### src/rtl/uart_pkg.sv
// Shared types and helpers for the UART transmit path (and the future receiver).
package uart_pkg;

  // 50 MHz system clock at 115200 baud.
  localparam int unsigned CLKS_PER_BIT_DEFAULT = 434;

  // Widest data word parity_f accepts; narrower words are zero-extended,
  // which leaves the XOR reduction unchanged.
  localparam int unsigned PARITY_MAX_W = 64;

  typedef enum logic [2:0] {
    IDLE   = 3'd0,
    REQ    = 3'd1,
    WAIT   = 3'd2,
    START  = 3'd3,
    DATA   = 3'd4,
    PARITY = 3'd5,
    STOP   = 3'd6
  } tx_state_t;

  // Even parity is the XOR of the data bits; odd parity is its inverse.
  function automatic logic parity_f(input logic [PARITY_MAX_W-1:0] data, input logic odd);
    return (^data) ^ odd;
  endfunction

endpackage

### src/rtl/uart_baud_cnt.sv
// Bit-period counter: counts 0..CLKS_PER_BIT-1 while enabled and flags the
// last cycle of each bit with tick_o. Shared by the transmitter and receiver.
module uart_baud_cnt
  import uart_pkg::*;
#(
  parameter int unsigned CLKS_PER_BIT = CLKS_PER_BIT_DEFAULT
) (
  input  logic clk_i,
  input  logic rst_n_i,
  input  logic clr_i,
  input  logic en_i,
  output logic tick_o
);

  localparam int unsigned CNT_W = (CLKS_PER_BIT > 1) ? $clog2(CLKS_PER_BIT) : 1;
  localparam logic [CNT_W-1:0] CNT_LAST = CNT_W'(CLKS_PER_BIT - 1);

  logic [CNT_W-1:0] cnt_q;

  assign tick_o = en_i && (cnt_q == CNT_LAST);

  // Count while enabled; restart on every bit boundary so the counter never
  // wraps mid-bit, and hold at zero whenever cleared.
  always_ff @(posedge clk_i or negedge rst_n_i) begin
    if (!rst_n_i) begin
      cnt_q <= '0;
    end else if (clr_i || tick_o) begin
      cnt_q <= '0;
    end else if (en_i) begin
      cnt_q <= cnt_q + 1'b1;
    end
  end

endmodule

### src/rtl/uart_tx_serializer.sv
// UART transmit engine sitting behind the transmit FIFO. Pops one byte per
// frame through the FIFO re/d_ready handshake and shifts it out LSB first.
//
// state  | meaning
// IDLE   | line idle high, waiting for tx_en_i and a non-empty FIFO
// REQ    | one-cycle pop request to the FIFO (busy low so the pop is taken)
// WAIT   | check d_ready: load the byte and go on, or drop back to IDLE
// START  | start bit (low)
// DATA   | DATA_WIDTH data bits, LSB first
// PARITY | optional parity bit
// STOP   | STOP_BITS stop bits (high), done pulse on the very last cycle
module uart_tx_serializer
  import uart_pkg::*;
#(
  parameter int unsigned DATA_WIDTH   = 8,
  parameter int unsigned CLKS_PER_BIT = CLKS_PER_BIT_DEFAULT,
  parameter int unsigned PARITY_EN    = 0,
  parameter int unsigned PARITY_ODD   = 0,
  parameter int unsigned STOP_BITS    = 1
) (
  input  logic                  clk_i,
  input  logic                  rst_n_i,
  input  logic                  tx_en_i,
  input  logic                  fifo_empty_i,
  input  logic                  fifo_dvalid_i,
  input  logic [DATA_WIDTH-1:0] fifo_data_i,
  output logic                  fifo_re_o,
  output logic                  tx_busy_o,
  output logic                  txd_o,
  output logic                  tx_done_o
);

  localparam int unsigned BIT_W = $clog2(DATA_WIDTH + 1);
  localparam logic [BIT_W-1:0] DATA_LAST = BIT_W'(DATA_WIDTH - 1);
  localparam logic [BIT_W-1:0] STOP_LAST = BIT_W'(STOP_BITS - 1);
  localparam logic PAR_ODD = (PARITY_ODD != 0);

  tx_state_t state_q, state_d;
  logic [DATA_WIDTH-1:0] shift_q, shift_d;
  logic [BIT_W-1:0]      bit_q, bit_d;
  logic                  par_q, par_d;
  logic                  baud_tick;

  // The bit timer only runs while a frame is on the line and sits at zero
  // otherwise, so START always gets a full bit period.
  uart_baud_cnt #(
    .CLKS_PER_BIT(CLKS_PER_BIT)
  ) u_baud (
    .clk_i  (clk_i),
    .rst_n_i(rst_n_i),
    .clr_i  (!tx_busy_o),
    .en_i   (tx_busy_o),
    .tick_o (baud_tick)
  );

  // State, shift register, bit counter and parity register.
  always_ff @(posedge clk_i or negedge rst_n_i) begin
    if (!rst_n_i) begin
      state_q <= IDLE;
      shift_q <= '0;
      bit_q   <= '0;
      par_q   <= 1'b0;
    end else begin
      state_q <= state_d;
      shift_q <= shift_d;
      bit_q   <= bit_d;
      par_q   <= par_d;
    end
  end

  // Next-state and output decode; all outputs are decoded from the state so
  // an asynchronous reset returns the line to idle-high immediately.
  always_comb begin
    state_d   = state_q;
    shift_d   = shift_q;
    bit_d     = bit_q;
    par_d     = par_q;
    fifo_re_o = 1'b0;
    tx_busy_o = 1'b0;
    tx_done_o = 1'b0;
    txd_o     = 1'b1;

    unique case (state_q)
      IDLE: begin
        if (tx_en_i && !fifo_empty_i) begin
          state_d = REQ;
        end
      end

      REQ: begin
        fifo_re_o = 1'b1;
        state_d   = WAIT;
      end

      WAIT: begin
        // A missing d_ready means the FIFO dropped the pop (write collision
        // or empty); nothing was consumed, so simply retry from IDLE.
        if (fifo_dvalid_i) begin
          shift_d = fifo_data_i;
          par_d   = parity_f(PARITY_MAX_W'(fifo_data_i), PAR_ODD);
          bit_d   = '0;
          state_d = START;
        end else begin
          state_d = IDLE;
        end
      end

      START: begin
        tx_busy_o = 1'b1;
        txd_o     = 1'b0;
        if (baud_tick) begin
          bit_d   = '0;
          state_d = DATA;
        end
      end

      DATA: begin
        tx_busy_o = 1'b1;
        txd_o     = shift_q[0];
        if (baud_tick) begin
          shift_d = shift_q >> 1;
          if (bit_q == DATA_LAST) begin
            bit_d   = '0;
            state_d = (PARITY_EN != 0) ? PARITY : STOP;
          end else begin
            bit_d = bit_q + 1'b1;
          end
        end
      end

      PARITY: begin
        tx_busy_o = 1'b1;
        txd_o     = par_q;
        if (baud_tick) begin
          bit_d   = '0;
          state_d = STOP;
        end
      end

      STOP: begin
        tx_busy_o = 1'b1;
        txd_o     = 1'b1;
        if (baud_tick) begin
          if (bit_q == STOP_LAST) begin
            tx_done_o = 1'b1;
            bit_d     = '0;
            state_d   = IDLE;
          end else begin
            bit_d = bit_q + 1'b1;
          end
        end
      end

      default: begin
        state_d = IDLE;
      end
    endcase
  end

endmodule
### config.mk
export PLATFORM = sky130hd
export DESIGN_NAME = uart_tx_serializer
export DESIGN_NICKNAME = d
export VERILOG_FILES = /design/src/rtl/uart_pkg.sv /design/src/rtl/uart_baud_cnt.sv /design/src/rtl/uart_tx_serializer.sv
export SDC_FILE = /design/constraint.sdc
export NUM_CORES = 1
export LEC_CHECK = 0
export ABC_AREA = 1
export BUFFER_PORTS_ARGS = -buffer_cell sky130_fd_sc_hd__buf_2
export CORE_MARGIN = 3
export CORE_UTILIZATION = 63
export DETAILED_ROUTE_END_ITERATION = 12
export GPL_TIMING_DRIVEN = 0
export HOLD_SLACK_MARGIN = 0.12
export PLACE_DENSITY = 0.84
export RECOVER_POWER = 50
export REMOVE_ABC_BUFFERS = 1
export SLEW_MARGIN = 0
export SYNTH_ARGS = -nofsm -noshare
export SYNTH_HDL_FRONTEND = slang
export SYNTH_SLANG_ARGS = --single-unit
### constraint.sdc
create_clock -name clk_i -period 2.8 [get_ports clk_i]
set_clock_uncertainty 0.05 [all_clocks]
set_input_delay 0.42 -clock clk_i [delete_from_list [all_inputs] [get_ports clk_i]]
set_output_delay 0.42 -clock clk_i [all_outputs]
set_load 0.01 [all_outputs]
==> flow_metrics.py, run 1 <==
metrics = {
    "run_status": {
        "status": "completed",
    },
    "clock_tree": {
        "htree_levels": 1,
        "clk_latency_ns": 0.33,
        "clockBufferDepth": 2,
        "numCtsBuffers": 3,
        "cts_sinks": 25,
        "post_cts_buffers": 0,
        "root_buffer": "clkbuf_4",
        "cts.clk_slew.worst_paths_ns": 0.14,
        "cts_tree": "built",
    },
    "finish": {
        "final_util": 0.714,
        "fillers": 217,
        "drive_gt1_frac": 0.201,
        "area_delta_synth_final_pct": 7.14,
        "final_cells": 269,
        "nets": 257,
        "antenna_cells": 0,
    },
    "timing": {
        "min_period_over_period": 0.736,
        "final-hold-violation-count": 0,
        "fmax_mhz": 486,
        "setup_viol": 0,
        "slew_headroom": 0.112,
        "finalCriticalPeriod_ns": 2.06,
        "slew_viol_final": 0,
        "worst_pin_slew_ns": 1.33,
        "layout_setup_ws_ns": 0.740,
        "rsz0062_at_grt": "false",
        "tns_ns": 0,
    },
    "worst_setup_path": {
        "required_ns": 2.33,
        "criticalPathCategory": "reg2out",
        "max_stage_delay_ns": 0.50,
        "cpMaxStageDelayCell": "dfrtp_1",
        "crit_path_end_kind": "primary output",
        "startpoint_type": "register",
        "cp.arrival_ns": 1.59,
        "cp_cell_sequence": "nor2_2 > nand2_4 > o221ai_1 > buf_2",
        "path_max_fanout": 19,
    },
    "die": {
        "die-area_sq_um": 3300,
        "start_util": 0.666,
        "fp.dieW_um": 57.4,
        "fp.dieH_um": 57.4,
        "core_sq_um": 2500,
        "rows": 18,
        "pin_count": 17,
    },
    "placed_design": {
        "post-dp-hpwl_mm": 2.16,
        "gp_congestion": 0.805,
        "port_buffers": 16,
        "dp_cells": 264,
        "place_ws_ns": 1.09,
    },
    "detailed_routing": {
        "vias": 1361,
        "drtIter0Drc": 73,
        "ant_nets": 0,
        "via_per_inst": 5.06,
        "dr.pass1.iters": 4,
        "wl_mm": 2.79,
        "drc": 0,
        "wire_per_inst_um": 10.4,
    },
    "yosys": {
        "synth_cell_types": 26,
        "synth_ff_type": "dfrtp_1",
        "avgSynthCellArea_sq_um": 7.54,
        "synth_area_leaders": "dfrtp_1 38%, nand2_1 13%, inv_1 5.6%, nor2_1 5.2%, o21ai_2 4.2%",
        "synth-seq-cells": 25,
        "synthesis.instances": 221,
        "netlist.top_cell.by_area": "dfrtp_1",
        "yosysTopAreaCellShare": 0.376,
        "ys_seq_area_frac": 0.376,
        "ys_warn_count": 0,
        "async_flop_share": 1.00,
        "synth_edf_count": 0,
        "synth_area_sq_um": 1670,
    },
    "global_routing": {
        "grt_pass1_vias": 1260,
        "grt_pass1_wl_mm": 5.21,
        "gr-total-overflow": 0,
        "grt_max_degree": 26,
        "grt_usage": 0.195,
        "antenna_found_initial": 0,
    },
    "power": {
        "p_leak_nw": 0.951,
        "finalPower_mw": 1.43,
        "power_density_nw_per_um2": 804,
        "irDropWorstVdd_mv": 0.550,
    },
    "min_path": {
        "hp-class": "in2reg",
    },
    "job": {
        "max-cap-violations": 0,
    },
}
[flip-flops by register name, summed over array words and instances, names as in the netlist]
register	count
state_q	3
par_q	1
bit_q	4
shift_q	8
u_baud.cnt_q	9
[what timing repair did]
action | in CTS | in global routing
endpoints found under the hold margin | 25 | 0
hold buffers | 1 | 0
gates resized for setup | 0 | 0
[cell usage in the layout, fill, tap and decap left out, types with 5 or more instances in the layout]
cell type,count
dfrtp_1,25
nand3_1,13
a21oi_1,7
buf_2,15
inv_1,26
nand4_1,5
o21ai_2,8
nor3_1,6
xor2_1,7
nand2_2,5
nor2_1,23
o21ai_0,7
nand2_1,57
[Yosys cell counts (5+ instances only)]
master / number
nand3_1: 13
inv_1: 25
o21ai_2: 8
inv_2: 5
nor2_1: 23
nand2_1: 56
nand2_2: 5
dfrtp_1: 25
a21oi_1: 7
nor3_1: 6
nand4_1: 5
xor2_1: 7
o21ai_0: 7
[critical path: cells and delay by family (launching register included)]
kind,cells,cell delay [ns]
DFF,1,0.50
and+or+nand+nor,2,0.43
AOI/OAI and AO/OA,1,0.18
buffers and inverters,1,0.16
[worst paths after layout]
path	from	end	slack (ns)	cells after the start
max	state_q[1]	txd_o	0.74	4
min	fifo_data_i[7]	shift_q[7]	0.33	3
max in group asynchronous	rst_n_i	shift_q[5]	1.07	2
max reg2reg	u_baud.cnt_q[1]	state_q[1]	1.06	9
min reg2reg	u_baud.cnt_q[0]	u_baud.cnt_q[0]	0.46	1
min in group asynchronous	rst_n_i	bit_q[2]	0.85	2
[stage by stage]
step,area [sq um],hold WS [ns]
2_1_floorplan,1640,0.0744
3_3_place_gp,1750,0.384
3_5_place_dp,1750,0.389
4_1_cts,1790,0.323
5_1_grt,1780,0.341
6_report,1780,0.331
[per-layer routing]
metal,up-vias,track usage,share of wire
li1,737,-,-
met2,25,0.302,0.43
met4,0,0.0795,0.017
met5,-,0,0
met1,593,0.277,0.51
met3,6,0.0226,0.035
[cells by family after synthesis]
family	count (synthesis)	synth area share
AOI/OAI and AO/OA	27	0.104
buffers and inverters	35	0.0932
xor gates and xnor gates	11	0.0578
and+or+nand+nor	119	0.340
DFF	25	0.376
adders and majority gates	4	0.0301
[layout make-up]
class | count | area [sq um] | share of cell area
Clock buffer | 3 | 22.5 | 0.0126
Multi-Input combinational cell | 161 | 877 | 0.492
Clock inverter | 1 | 7.51 | 0.00421
Sequential cell | 25 | 626 | 0.351
Timing Repair Buffer | 17 | 88.8 | 0.0498
Inverter | 32 | 125 | 0.0701
Tap cell | 30 | 37.5 | 0.0210
[where the power goes]
| group | switching (mW) | internal, mW |
|---|---|---|
| Sequential | 0.0814 | 0.465 |
| Clock | 0.113 | 0.0547 |
| Combinational | 0.458 | 0.261 |
Power figures use the tool's default switching activity.
==> run 2, diff against run 1 <==
CORE_UTILIZATION = 58   (was 63)
PLACE_DENSITY = 0.79   (was 0.84)
clock period = 1.9 ns   (was 2.8 ns; I/O delays follow)
==> run 2 against run 1 <==
  * Flip-flop and latch count unchanged
  * Cell count up 0.37%
  * Global-route usage down 0.79 points
  * Non-clock buffer count up 1
  * Power up 50%
  * Worst setup slack worse by 0.65 ns
  * Routed wire length up 6.4%
  * Largest power group unchanged
==> flow_metrics.py, run 2 (same netlist as run 1, synthesis figures left out) <==
metrics = {
    "job": {
        "max-cap-violations": 0,
    },
    "clock_tree": {
        "htree_levels": 1,
        "cts.clk_slew.worst_paths_ns": 0.13,
        "cts_sinks": 25,
        "clockBufferDepth": 2,
        "root_buffer": "clkbuf_4",
        "numCtsBuffers": 3,
        "cts_tree": "built",
        "clk_latency_ns": 0.30,
    },
    "finish": {
        "nets": 258,
        "antenna_cells": 0,
        "fillers": 224,
        "seq_area_sq_um": 628,
        "drive_gt1_frac": 0.229,
        "final_cell_mix": "56 x nand2_1, 25 x inv_1, 23 x dfrtp_1, 22 x nor2_1, 15 x buf_2",
        "largest-register": "u_baud.cnt_q",
        "multi_input_area_sq_um": 892,
        "reg_top3": "u_baud.cnt_q (9), shift_q (8), bit_q (4)",
        "largest_reg_flops": 9,
        "layout_commonest_cell": "nand2_1",
        "area_delta_synth_final_pct": 8.56,
    },
    "die": {
        "rows": 18,
        "start_util": 0.637,
        "pin_count": 17,
        "fp.dieH_um": 59.6,
        "die-area_sq_um": 3550,
        "core_sq_um": 2610,
        "fp.dieW_um": 59.6,
    },
    "timing": {
        "fmax_mhz": 553,
        "min_period_over_period": 0.952,
        "slew_headroom": 0.591,
        "final-hold-violation-count": 0,
        "setup_viol": 0,
        "layout_setup_ws_ns": 0.0913,
        "slew_viol_final": 0,
        "worst_pin_slew_ns": 0.613,
        "rsz0062_at_grt": "true",
        "finalCriticalPeriod_ns": 1.81,
    },
    "global_routing": {
        "grt_usage": 0.187,
        "grt_pass1_vias": 1248,
        "grt_max_degree": 26,
        "gr-total-overflow": 0,
        "grt_pass1_wl_mm": 5.21,
        "antenna_found_initial": 0,
    },
    "worst_setup_path": {
        "max_stage_delay_ns": 0.50,
        "criticalPathCategory": "reg2out",
        "cp.arrival_ns": 1.47,
        "cpMaxStageDelayCell": "dfrtp_2",
        "crit_path_end_kind": "primary output",
        "cp_cell_sequence": "nor2_4 > nand2_4 > o221ai_1 > buf_2",
        "path_max_fanout": 19,
        "required_ns": 1.56,
        "startpoint_type": "register",
    },
    "detailed_routing": {
        "drtIter0Drc": 69,
        "drc": 0,
        "dr.pass1.iters": 4,
        "wire_per_inst_um": 11.0,
        "via_per_inst": 5.14,
        "vias": 1388,
        "ant_nets": 0,
        "wl_mm": 2.97,
    },
    "power": {
        "p_sw_mw": 0.981,
        "p_clk_frac": 0.107,
        "p_leak_nw": 0.961,
        "internal_power_mw": 1.17,
        "power_density_nw_per_um2": 1190,
        "finalPower_mw": 2.15,
        "combPwrFrac": 0.511,
        "irDropWorstVdd_mv": 1.02,
        "pwr-share-seq": 0.382,
        "netSwitchingFraction": 0.457,
    },
    "placed_design": {
        "port_buffers": 16,
        "place_ws_ns": 0.311,
        "gp_congestion": 0.868,
        "post-dp-hpwl_mm": 2.26,
    },
    "run_status": {
        "status": "completed",
    },
    "min_path": {
        "hp-class": "in2reg",
    },
}
[run 2: critical path: cells and delay by family, from the launching register on]
kind            cells  cell delay [ns]
compound gates      1             0.18
buf+inv             1             0.16
flops               1             0.50
simple gates        2             0.32
[run 2: what timing repair did]
action | 4_1_cts | 5_1_grt
endpoints found under the setup margin | 2 | 2
cloned | 0 | 0
setup buffers | 1 | 0
gates resized for setup | 1 | 3
endpoints found under the hold margin | 25 | 0
pin swaps | 1 | 0
hold buffers | 1 | 0
[run 2: metal layers]
layer  vias up  global-route usage  share of wire
met5         -                   0              0
met4         0              0.0285         0.0040
met3         2              0.0196          0.045
met2        24               0.324           0.47
met1       623               0.257           0.48
li1        739                   -              -
[run 2: power by group through the flow]
stage / Combinational [mW] / Clock, mW / Sequential [mW]
floorplan: 0.872 / 0 / 0.795
global placement: 1.06 / 0 / 0.818
detailed placement: 1.08 / 0 / 0.821
CTS: 1.09 / 0.241 / 0.811
global route: 1.26 / 0.261 / 0.839
finish: 1.10 / 0.229 / 0.821
[run 2: path summary, 6_finish.rpt]
path / start / to / slack, ns / cells past startpoint
setup reg to reg: u_baud.cnt_q[1] / shift_q[7] / 0.27 / 11
max in group asynchronous: rst_n_i / state_q[0] / 0.90 / 2
setup / recovery: state_q[1] / txd_o / 0.09 / 4
min in group asynchronous: rst_n_i / shift_q[5] / 0.47 / 2
hold reg to reg: u_baud.cnt_q[0] / u_baud.cnt_q[0] / 0.45 / 1
hold / removal: fifo_data_i[7] / shift_q[7] / 0.22 / 3
[run 2: per-stage QoR]
| stage | hold WS, ns | instances | cell area [sq um] | TNS (ns) | utilization |
|---|---|---|---|---|---|
| after floorplan | -0.0606 | 218 | 1640 | 0 | - |
| after global placement | 0.255 | 264 | 1750 | 0 | 0.671 |
| after detailed placement | 0.261 | 264 | 1750 | 0 | 0.671 |
| after CTS | 0.215 | 270 | 1800 | 0 | 0.689 |
| after global routing | 0.210 | 270 | 1810 | -0.0109 | 0.692 |
| final | 0.224 | 270 | 1810 | 0 | 0.692 |
[run 2: final cells by class]
type	instances	area share
multi-input combinational	161	0.493
tap	30	0.0208
timing repair buffer	18	0.0540
clock buffer	3	0.0125
inverter	32	0.0692
clock inverter	1	0.00277
sequential	25	0.347
==> run 3, diff against run 2 <==
clock period = 2.05 ns   (was 1.9 ns; I/O delays follow)
==> run 3 against run 2 <==
  * Combinational power fell by 9%
  * Routed wire length barely moved
  * Largest cell class unchanged
  * Worst setup slack improved by 0.022 ns
  * Cell count rose by 0.37%
  * Clock power fell by 7%
  * Non-clock buffer count rose by 1
  * Register-to-register slack improved by 0.08 ns
  * Design area fell by 0.76%
  * First-iteration DRC count rose by 1.4%
  * Sequential share of layout area rose by 0.13 points
  * Via count fell by 0.58%
  * Sequential power fell by 8.5%
==> flow_metrics.py, run 3 (same netlist as run 1, synthesis figures left out) <==
metrics = {
    "detailed_routing": {
        "vias": 1380,
        "via_per_inst": 5.09,
        "drc": 0,
        "top_layer": "met4",
        "wl_mm": 2.97,
        "drtIter0Drc": 70,
        "wl_met3_um": 132,
        "wl_met2_mm": 1.37,
        "wire_per_inst_um": 10.9,
        "dr.pass1.iters": 4,
        "ant_nets": 0,
        "met1_length_mm": 1.45,
    },
    "finish": {
        "layout_commonest_cell": "nand2_1",
        "final_util": 0.687,
        "area_delta_synth_final_pct": 7.74,
        "reg_top3": "u_baud.cnt_q (9), shift_q (8), bit_q (4)",
        "final_cell_mix": "58 x nand2_1, 25 x inv_1, 25 x dfrtp_1, 23 x nor2_1, 15 x buf_2",
        "antenna_cells": 0,
        "nets": 259,
        "fillers": 226,
        "finalInstanceArea_sq_um": 1790,
        "largest_reg_flops": 9,
        "largest-register": "u_baud.cnt_q",
        "final_cells": 271,
        "drive_gt1_frac": 0.207,
    },
    "placed_design": {
        "post-dp-hpwl_mm": 2.26,
        "place_ws_ns": 0.446,
        "dp_cells": 264,
        "postPlaceCellArea_sq_um": 1750,
        "port_buffers": 16,
        "gp_congestion": 0.868,
    },
    "worst_setup_path": {
        "cp.arrival_ns": 1.58,
        "criticalPathCategory": "reg2out",
        "startpoint_type": "register",
        "timing.rr.start": "u_baud.cnt_q[1]",
        "crit_path_end_kind": "primary output",
        "path_max_fanout": 19,
        "reg2reg_depth": 9,
        "reg2reg_setup_slack_ns": 0.35,
        "required_ns": 1.69,
        "timing.rr.end": "state_q[1]",
    },
    "clock_tree": {
        "cts.clk_slew.worst_paths_ns": 0.13,
        "numCtsBuffers": 3,
        "cts_tree": "built",
        "clk_latency_ns": 0.31,
        "htree_levels": 1,
        "root_buffer": "clkbuf_4",
        "cts_sinks": 25,
        "clockBufferDepth": 2,
    },
    "timing": {
        "rsz0062_at_grt": "false",
        "slew_headroom": 0.112,
        "fmax_mhz": 516,
        "hold_ws_ns": 0.241,
        "finalCriticalPeriod_ns": 1.94,
        "worst_pin_slew_ns": 1.33,
        "layout_setup_ws_ns": 0.113,
        "setup_viol": 0,
        "min_period_over_period": 0.945,
        "tns_ns": 0,
        "final-hold-violation-count": 0,
        "slew_viol_final": 0,
    },
    "job": {
        "max-cap-violations": 0,
    },
    "global_routing": {
        "gr-total-overflow": 0,
        "grt_pass1_vias": 1246,
        "antenna_found_initial": 0,
        "grt_usage": 0.185,
        "grt_max_degree": 26,
        "grt_pass1_wl_mm": 5.18,
    },
    "min_path": {
        "hold_start": "fifo_data_i[7]",
        "min_delay_path_depth": 3,
        "whs_endpoint": "shift_q[7]",
        "hp-class": "in2reg",
    },
    "die": {
        "start_util": 0.637,
        "core_sq_um": 2610,
        "rows": 18,
        "pin_count": 17,
        "fp.dieW_um": 59.6,
        "fp.dieH_um": 59.6,
        "die-area_sq_um": 3550,
    },
    "power": {
        "finalPower_mw": 1.96,
        "p_leak_nw": 0.961,
        "power_density_nw_per_um2": 1090,
        "irDropWorstVdd_mv": 0.945,
    },
    "run_status": {
        "status": "completed",
    },
}
-- run 3: cell count changes in the layout (fill, tap and decap cells not counted) --
cell,change
nand2_2,-1
clkbuf_1,+1
nor2_1,+1
nor2_4,-1
nand2_1,+2
dfrtp_1,+2
dfrtp_2,-2
nand2_4,-1
buf_4,+1
clkbuf_2,-1
-- run 3: timing repair --
item / in CTS / in global routing
hold buffers: 1 / 0
gates resized for setup: 0 / 0
buffers inserted: 0 / 2
endpoints found under the hold margin: 25 / 0
endpoints found under the setup margin: 0 / 1
-- run 3: how the worst max path moves through the flow --
stage	startpoint	end	slack, ns	depth (start not counted)
floorplan	u_baud.cnt_q[1]	tx_done_o	0.55	6
global placement	state_q[1]	txd_o	0.46	4
detailed placement	u_baud.cnt_q[1]	tx_done_o	0.45	7
CTS	u_baud.cnt_q[1]	tx_done_o	0.08	7
global route	state_q[1]	txd_o	0.01	4
finish	state_q[1]	txd_o	0.11	4
-- run 3: area by class of cell --
type	count	area [sq um]	area share
Clock inverter	1	5.00	0.00279
Multi-Input combinational cell	161	875	0.487
Tap cell	30	37.5	0.0209
Timing Repair Buffer	19	104	0.0579
Clock buffer	3	22.5	0.0126
Inverter	32	125	0.0697
Sequential cell	25	626	0.349
-- run 3: critical path, stage by stage, from the launching register on --
cell and delay [ns]:
dfrtp_1 0.50, nor2_2 0.24, nand2_4 0.18, o221ai_1 0.18, buf_2 0.16
-- run 3: routing by layer --
layer / global-route usage / up-vias
met1: 0.254 / 614
met3: 0.0196 / 2
met2: 0.321 / 25
li1: - / 739
met5: 0 / -
met4: 0.0285 / 0
-- run 3: where the power goes --
group | switching (mW) | internal, mW
Combinational | 0.639 | 0.358
Sequential | 0.116 | 0.636
Clock | 0.142 | 0.0728
Total | 0.897 | 1.07
